<file path="src/rtl/ex_fu_sequencer_pkg.sv">
// Shared definitions for the EX functional-unit sequencer: op-class codes and FSM states.
package ex_fu_sequencer_pkg;

  localparam logic [3:0] CLASS_ADD   = 4'b0001;
  localparam logic [3:0] CLASS_MUL   = 4'b0010;
  localparam logic [3:0] CLASS_DIV   = 4'b0100;
  localparam logic [3:0] CLASS_LOGIC = 4'b1000;

  typedef enum logic [1:0] {
    ST_IDLE     = 2'd0,
    ST_MUL_WAIT = 2'd1,
    ST_DIV_WAIT = 2'd2,
    ST_DONE     = 2'd3
  } fu_state_e;

  // True when exactly one bit of the class vector is set.
  function automatic logic is_onehot4(input logic [3:0] v);
    return (v != 4'd0) && ((v & (v - 4'd1)) == 4'd0);
  endfunction

endpackage

</file>
<file path="src/rtl/ex_mul_timer.sv">
// Loadable down-counter that times the fixed-latency multiplier.
module ex_mul_timer #(
  parameter int CNT_W = 4
) (
  input  logic             clk,
  input  logic             rst_n,
  input  logic             load,
  input  logic [CNT_W-1:0] load_val,
  input  logic             dec,
  output logic             zero
);

  logic [CNT_W-1:0] cnt;

  // Load takes priority; decrement saturates at zero.
  always_ff @(posedge clk or negedge rst_n) begin
    if (!rst_n)                  cnt <= '0;
    else if (load)               cnt <= load_val;
    else if (dec && cnt != '0)   cnt <= cnt - 1'b1;
  end

  assign zero = (cnt == '0);

endmodule

</file>
<file path="src/rtl/ex_fu_sequencer.sv">
// EX-stage FU sequencer: issues single-cycle ops directly, sequences mul/div and stalls the front end.
module ex_fu_sequencer
  import ex_fu_sequencer_pkg::*;
#(
  parameter int MUL_LATENCY = 3,
  parameter int CNT_W       = 4
) (
  input  logic       clk,
  input  logic       rst_n,
  input  logic       issue_valid,
  input  logic [3:0] issue_class,
  input  logic       flush,
  input  logic       div_done,
  output logic       mul_start,
  output logic       div_start,
  output logic       div_cancel,
  output logic       stall_req,
  output logic [3:0] result_sel,
  output logic       result_valid,
  output logic       illegal_class
);

  // The issue cycle and the DONE cycle account for two of the latency cycles.
  localparam logic [CNT_W-1:0] MUL_LOAD = (MUL_LATENCY > 1) ? CNT_W'(MUL_LATENCY - 2) : '0;

  fu_state_e  state, state_d;
  logic [3:0] class_q, class_d;
  logic       cnt_load, cnt_dec, cnt_zero;

  ex_mul_timer #(.CNT_W(CNT_W)) u_mul_timer (
    .clk      (clk),
    .rst_n    (rst_n),
    .load     (cnt_load),
    .load_val (MUL_LOAD),
    .dec      (cnt_dec),
    .zero     (cnt_zero)
  );

  // State and latched op class.
  always_ff @(posedge clk or negedge rst_n) begin
    if (!rst_n) begin
      state   <= ST_IDLE;
      class_q <= 4'd0;
    end else begin
      state   <= state_d;
      class_q <= class_d;
    end
  end

  // Next-state and outputs; everything is held at zero while reset is asserted.
  always_comb begin
    state_d       = state;
    class_d       = class_q;
    cnt_load      = 1'b0;
    cnt_dec       = 1'b0;
    mul_start     = 1'b0;
    div_start     = 1'b0;
    div_cancel    = 1'b0;
    stall_req     = 1'b0;
    result_sel    = 4'd0;
    result_valid  = 1'b0;
    illegal_class = 1'b0;
    if (rst_n) begin
      case (state)
        ST_IDLE: begin
          if (issue_valid && !flush) begin
            if (!is_onehot4(issue_class)) begin
              illegal_class = 1'b1;
              result_valid  = 1'b1;
            end else if (issue_class == CLASS_MUL) begin
              mul_start = 1'b1;
              stall_req = 1'b1;
              class_d   = CLASS_MUL;
              if (MUL_LATENCY == 1) begin
                state_d = ST_DONE;
              end else begin
                cnt_load = 1'b1;
                state_d  = ST_MUL_WAIT;
              end
            end else if (issue_class == CLASS_DIV) begin
              div_start = 1'b1;
              stall_req = 1'b1;
              class_d   = CLASS_DIV;
              state_d   = ST_DIV_WAIT;
            end else begin
              result_sel   = issue_class;
              result_valid = 1'b1;
            end
          end
        end
        ST_MUL_WAIT: begin
          if (flush) begin
            state_d = ST_IDLE;
            class_d = 4'd0;
          end else begin
            stall_req = 1'b1;
            if (cnt_zero) state_d = ST_DONE;
            else          cnt_dec = 1'b1;
          end
        end
        ST_DIV_WAIT: begin
          if (flush) begin
            div_cancel = 1'b1;
            state_d    = ST_IDLE;
            class_d    = 4'd0;
          end else begin
            stall_req = 1'b1;
            if (div_done) state_d = ST_DONE;
          end
        end
        ST_DONE: begin
          state_d = ST_IDLE;
          if (flush) begin
            class_d = 4'd0;
          end else begin
            result_sel   = class_q;
            result_valid = 1'b1;
          end
        end
        default: state_d = ST_IDLE;
      endcase
    end
  end

endmodule

</file>
<file path="config.mk">
export PLATFORM = sky130hd
export DESIGN_NAME = ex_fu_sequencer
export DESIGN_NICKNAME = d
export VERILOG_FILES = /design/src/rtl/ex_fu_sequencer_pkg.sv /design/src/rtl/ex_mul_timer.sv /design/src/rtl/ex_fu_sequencer.sv
export SDC_FILE = /design/constraint.sdc
export NUM_CORES = 1
export LEC_CHECK = 0
export CORE_MARGIN = 2
export CORE_UTILIZATION = 40
export DETAILED_ROUTE_END_ITERATION = 6
export HOLD_SLACK_MARGIN = 0.15
export PLACE_DENSITY_LB_ADDON = 0.1
export SYNTH_ARGS = -nofsm -noshare
export SYNTH_HDL_FRONTEND = slang
export SYNTH_HIERARCHICAL = 1
export SYNTH_SLANG_ARGS = --single-unit
</file>
<file path="constraint.sdc">
create_clock -name clk -period 2.57 [get_ports clk]
set_clock_uncertainty 0.1 [all_clocks]
set_input_delay 0.3855 -clock clk [delete_from_list [all_inputs] [get_ports clk]]
set_output_delay 0.3855 -clock clk [all_outputs]
set_load 0.02 [all_outputs]
</file>
* Word level (Yosys, flattened, before mapping)
Index checks and enable logic that the tools add are counted.
Widths: inputs -> output; s select.
** Word-level totals
- Bits in registers :: 10
- Input bits :: 9
- Output and inout port bits :: 10
- Logic and storage cells :: 87
** Operators by class
- Add/subtract/negate cells :: 2
- Eq/ne operators :: 10
- Muxes and demuxes :: 57
- Bitwise gates (word level) :: 1
- Reduce and logical (&&, ||, !) cells :: 14
** Operators with widths (number)
- $mux 4 :: 12
- $mux 1 :: 32
- $mux 2 :: 8
- $pmux 4 s2 :: 2
- $ne 3x3->1 const B :: 3
- $logic_not 4->1 :: 2
- $pmux 2 s4 :: 1
- $reduce_bool 4->1 :: 2
- $sub 4x1->4 const B :: 2
- $reduce_and 6->1 :: 1
- $and 4x4->4 :: 1
- $eq 2x2->1 const B :: 2
- $eq 4x2->1 const B :: 1
- $eq 4x3->1 const B :: 1
- $ne 2x2->1 const B :: 2
- $pmux 1 s2 :: 2
- $reduce_and 4->1 :: 1
- $logic_and 1x1->1 :: 3
- $reduce_or 3->1 :: 1
- $eq 2x1->1 const B :: 1
- $logic_not 2->1 :: 1
- $reduce_bool 2->1 :: 1
- $reduce_or 2->1 :: 1
- $logic_not 1->1 :: 1

* Logic depth before layout (Yosys ltp)
- Depth after elaboration :: 9
- Mapped depth :: 9
- Mapped depth without buffers :: 8

* Modules after synthesis
The synthesis kept the hierarchy.
** By module, submodules not included
- ex_fu_sequencer :: instances 1, cells an instance 70, area each 585.6 sq um, sequential area each 150.1 sq um
- ex_mul_timer :: instances 1, cells an instance 27, area each 270.3 sq um, sequential area each 100.1 sq um

* Worst setup path after synthesis
No wires, ideal clock.
- Path type :: register to register
- Start point :: reg state[0]
- End point :: reg u_mul_timer.cnt[3]
- Library setup time :: 126 ps
- Data arrival time :: 1929 ps
- Required time :: 2344 ps
- Path slack :: 415 ps
- Stages on the path, launching flop included :: 10
- Path buffers :: 1
- Period minus slack after synthesis :: 2155 ps
- Path through :: dfrtp_1 > inv_1 > ha_1 > inv_1 > nor2_1 > nand2_1 > nor2_1 > buf_6 > nor3_1 > a221o_1
** On the way
- Elaborated cells between the ends (all ways) :: 9
- Classes of those cells :: eq/ne (1); mux (5); reduce/logical (3)
** RTL lines
- from (decl) :: RTL line ex_fu_sequencer.sv:26 : fu_state_e state, state_d;
- from (signal assigned) :: RTL line ex_fu_sequencer.sv:45 : state <= state_d;
- $logic_not 2->1 *
- $mux 1 * :: RTL line ex_fu_sequencer.sv:64 : case (state)
- $mux 1 * :: RTL line ex_fu_sequencer.sv:63 : if (rst_n) begin
- via mul_start :: RTL line ex_fu_sequencer.sv:14 : output logic mul_start,
- $mux 4 / $reduce_bool 2->1 (equally long branches)
- to (signal assigned) :: RTL line ex_mul_timer.sv:18 : else if (load) cnt <= load_val;
- to (signal assigned) :: RTL line ex_mul_timer.sv:19 : else if (dec && cnt != '0) cnt <= cnt - 1'b1;
- to (decl) :: RTL line ex_mul_timer.sv:13 : logic [CNT_W-1:0] cnt;
Mark *: on every way through the listed nets, which the timed path passes. The rest lies on a longest branch.
A chain may end at the register's enable or synchronous reset.

* Final worst setup path
- Start point :: in flush
- End point :: out result_sel[2]
** On the way
- Longest elaborated chain between the ends :: 5
- Elaborated cells between the ends (all ways) :: 6
- Classes of those cells :: mux (4); reduce/logical (2)
** RTL lines
- from (decl) :: RTL line ex_fu_sequencer.sv:12 : input logic flush,
- $logic_not 1->1 :: RTL line ex_fu_sequencer.sv:66 : if (issue_valid && !flush) begin
- $logic_and 1x1->1 :: RTL line ex_fu_sequencer.sv:66
- $mux 4 :: RTL line ex_fu_sequencer.sv:66
- $pmux 4 s2 * :: RTL line ex_fu_sequencer.sv:64
- $mux 4 * :: RTL line ex_fu_sequencer.sv:63
- to (decl) :: RTL line ex_fu_sequencer.sv:18 : output logic [3:0] result_sel,
Mark *: on every way between the ends. The rest lies on a longest branch, timed or not.

==> flow_metrics.py <==
metrics = {
    "outcome": {
        "status": "completed",
    },
    "clock_tree": {
        "numCtsBuffers": 3,
        "h-tree-depth": 1,
        "clk_pin_slew_ps": 70,
        "max-clock-path-buffers": 2,
        "cts_tree": "built",
        "holdBufCountCts": 0,
        "cts_sinks": 10,
        "clk_latency_ps": 260,
        "post_cts_buffers": 0,
        "clock_tree.root_cell": "clkbuf_4",
    },
    "global_route": {
        "overflow": 0,
        "use_met1_pct": 19.03,
        "grt_use_total_pct": 17.15,
        "grt_max_degree": 18,
        "grt_pass1_wl_um": 3381,
        "grt_pass1_vias": 801,
        "grt-busiest-layer": "met2",
        "antenna_found_initial": 0,
        "gr-usage-met2_pct": 32.24,
        "grtUsageMet3_pct": 1.488,
    },
    "final_layout": {
        "num_antenna_cells": 0,
        "fill_cells": 189,
        "nets": 149,
        "layout-drive-gt1-share_pct": 21.97,
        "post-route-util_pct": 61.24,
        "fin_area_mm2": 0.001214,
        "area_delta_synth_final_pct": 41.81,
    },
    "worst_setup_path": {
        "critPathBufInv": 3,
        "cp_data_required_time_ps": 2080,
        "critPathLaunchType": "input pin",
        "r2r-start": "u_mul_timer/cnt[0]$_DFFE_PN0P_",
        "crit_top_cell": "clkdlybuf4s50_1",
        "crit_family": "buffers and inverters",
        "arrival_ps": 2030,
        "critical_path_class": "input pin to output port",
        "path_max_fanout": 8,
        "cpPeakStageDelay_ps": 600,
        "cp-end-kind": "output port",
        "cp-startpoint": "flush",
        "worst_path_max_delay_cell": "clkdlybuf4s50_1",
        "crit_chain": "clkdlybuf4s50_1 -> buf_4 -> nor2b_1 -> and3_1 -> clkdlybuf4s50_1",
    },
    "yosys": {
        "synth_area_um2": 855.8,
        "avgSynthCellArea_um2": 8.823,
        "synth_edf_count": 0,
        "synth_seq_cells": 10,
        "async_reset_ff_share_pct": 100.0,
        "synth_cell_type_count": 36,
        "yosys_warnings": 6,
        "synthFlopType": "dfrtp_1",
        "netlist_instances": 97,
        "yosysSeqAreaShare_pct": 29.24,
    },
    "power": {
        "power_density_mw_per_mm2": 758.0,
        "internal_power_uw": 552.3,
        "power_frac_seq_pct": 27.7,
        "switchingPower_uw": 367.6,
        "p_leak_uw": 0.0005636,
        "clockPowerShare_pct": 15.0,
        "ir_worst_vdd_v": 0.0006593,
        "total_power_uw": 919.9,
        "p_comb_share_pct": 57.3,
        "p_sw_share_pct": 39.96,
    },
    "route": {
        "post-route-drc-count": 0,
        "routed_wl_um": 1959,
        "routedWlPerCell_um": 12.32,
        "viasPerCell": 5.082,
        "num_vias": 808,
        "ant_nets": 0,
        "first_pass_iters": 4,
        "drt-initial-drc-count": 12,
    },
    "placed_design": {
        "gp_congestion": 0.7672,
        "dp_slack_ps": -367.4,
        "place_area_mm2": 0.001174,
        "post-dp-hpwl_um": 1583,
        "io_buffers": 18,
    },
    "sta": {
        "final-setup-viol-count": 0,
        "fin_crit_ps": 2511,
        "finalHoldViolCount": 0,
        "report.final.slew_viol_count": 0,
        "setup_slack_ps": 58.72,
        "fmax_ghz": 0.3982,
        "min_period_over_period_pct": 97.72,
        "rsz0062_at_grt": "false",
        "tns_ps": 0,
    },
    "die": {
        "die-area_mm2": 0.002526,
        "initial_core_util_pct": 43.18,
        "rows": 16,
        "die_w_um": 50.26,
        "coreArea_mm2": 0.001982,
        "die_y_um": 50.26,
        "io_pins": 19,
    },
    "job": {
        "cap_violations": 0,
    },
    "worst_hold_path": {
        "hold_path_class": "input pin to asynchronous set/reset pin",
    },
}
==> stage by stage <==
step,hold WS (ps),cells
after detailed placement,380.6,155
after CTS,338.2,159
final,349.3,159
after floorplan,-10.09,99
after global routing,367.6,159
after global placement,372.3,155
==> state kept, by name, summed over array words and instances, names as in the netlist <==
signal / cells
class_q: 4
state: 2
u_mul_timer/cnt: 4
==> worst reg2reg max path, stage by stage (launching register included) <==
cell	delay, ps
dfrtp_1	420
inv_1	60
ha_1	230
nor3b_2	190
nand2b_1	180
nor3b_1	400
inv_1	160
or4_1	510
o211ai_2	90
==> path summary, 6_finish.rpt <==
path	endpoint	slack, ps	cells after the start
max	result_sel[2]	60	5
max in group asynchronous	u_mul_timer/cnt[2]$_DFFE_PN0P_	1900	2
max reg2reg	u_mul_timer/cnt[1]$_DFFE_PN0P_	160	8
min	state[0]$_DFFE_PN0P_	350	2
min reg2reg	class_q[1]$_DFFE_PN0P_	390	1
min in group clk	class_q[1]$_DFFE_PN0P_	390	1
==> cells by family after synthesis <==
logic type	count (synthesis)	synth area share [%]
AND/OR/NAND/NOR	45	32.60
AO/OA/AOI/OAI	19	16.82
flip-flops	10	29.24
buffers and inverters	10	5.556
adder cells (fa/ha/maj)	7	10.23
other	2	0.8775
XOR/XNOR	2	2.047
multiplexers	2	2.631
==> repair_timing <==
action,CTS,global route
gates cloned,0,0
gates resized for setup,14,5
endpoints found under the setup margin,7,5
==> metal layers <==
layer	up-vias	share of wire [%]
met2	15	53
met4	0	0.87
met5	-	0
met3	2	3.6
met1	382	43
li1	409	-
==> power by group through the flow <==
stage                     combinational, µW  sequential [µW]  clock (µW)
after floorplan                         349              256           0
after global placement                  515              252           0
after detailed placement                528              258           0
after CTS                               527              255         147
after global routing                    586              261         151
final                                   527              254         138
==> cells in the final DEF (no fill, tap or decap), types with 2 or more instances in the layout <==
cell type,n
nand2_1,9
conb_1,4
nor3b_1,3
and2_1,2
o21ai_0,2
a21oi_1,4
o2bb2ai_1,2
nand2b_1,4
dlygate4sd2_1,3
or4b_1,2
dfrtp_1,10
inv_1,7
nor3b_2,2
nor3_1,4
nor2_1,6
xnor2_1,2
clkdlybuf4s50_1,10
o31a_1,2
nor2b_1,3
buf_4,13
clkbuf_4,3
and3_1,3
a32oi_1,2
ha_1,7
==> synthesized netlist by cell type, drive strengths merged, types with 3 or more instances <==
| cell type | count | share of area (%) |
|---|---|---|
| a21oi | 4 | 2.3 |
| and3 | 3 | 2.2 |
| buf | 3 | 2.5 |
| dfrtp | 10 | 29 |
| ha | 7 | 10 |
| inv | 7 | 3.1 |
| nand2 | 9 | 3.9 |
| nand2b | 4 | 2.9 |
| nor2 | 7 | 3.1 |
| nor2b | 3 | 2.2 |
| nor3 | 4 | 2.3 |
| nor3b | 5 | 5.6 |
| or4b | 3 | 3.5 |
==> final cells by class <==
cell class	instances	area, µm²	area share, %
Clock buffer	4	36.28	2.990
Inverter	7	26.28	2.165
Multi-Input combinational cell	79	579.3	47.73
Sequential cell	10	250.2	20.62
Tap cell	27	33.78	2.784
Timing Repair Buffer	32	287.8	23.71
No activity file was read; power rests on OpenSTA's default activity.
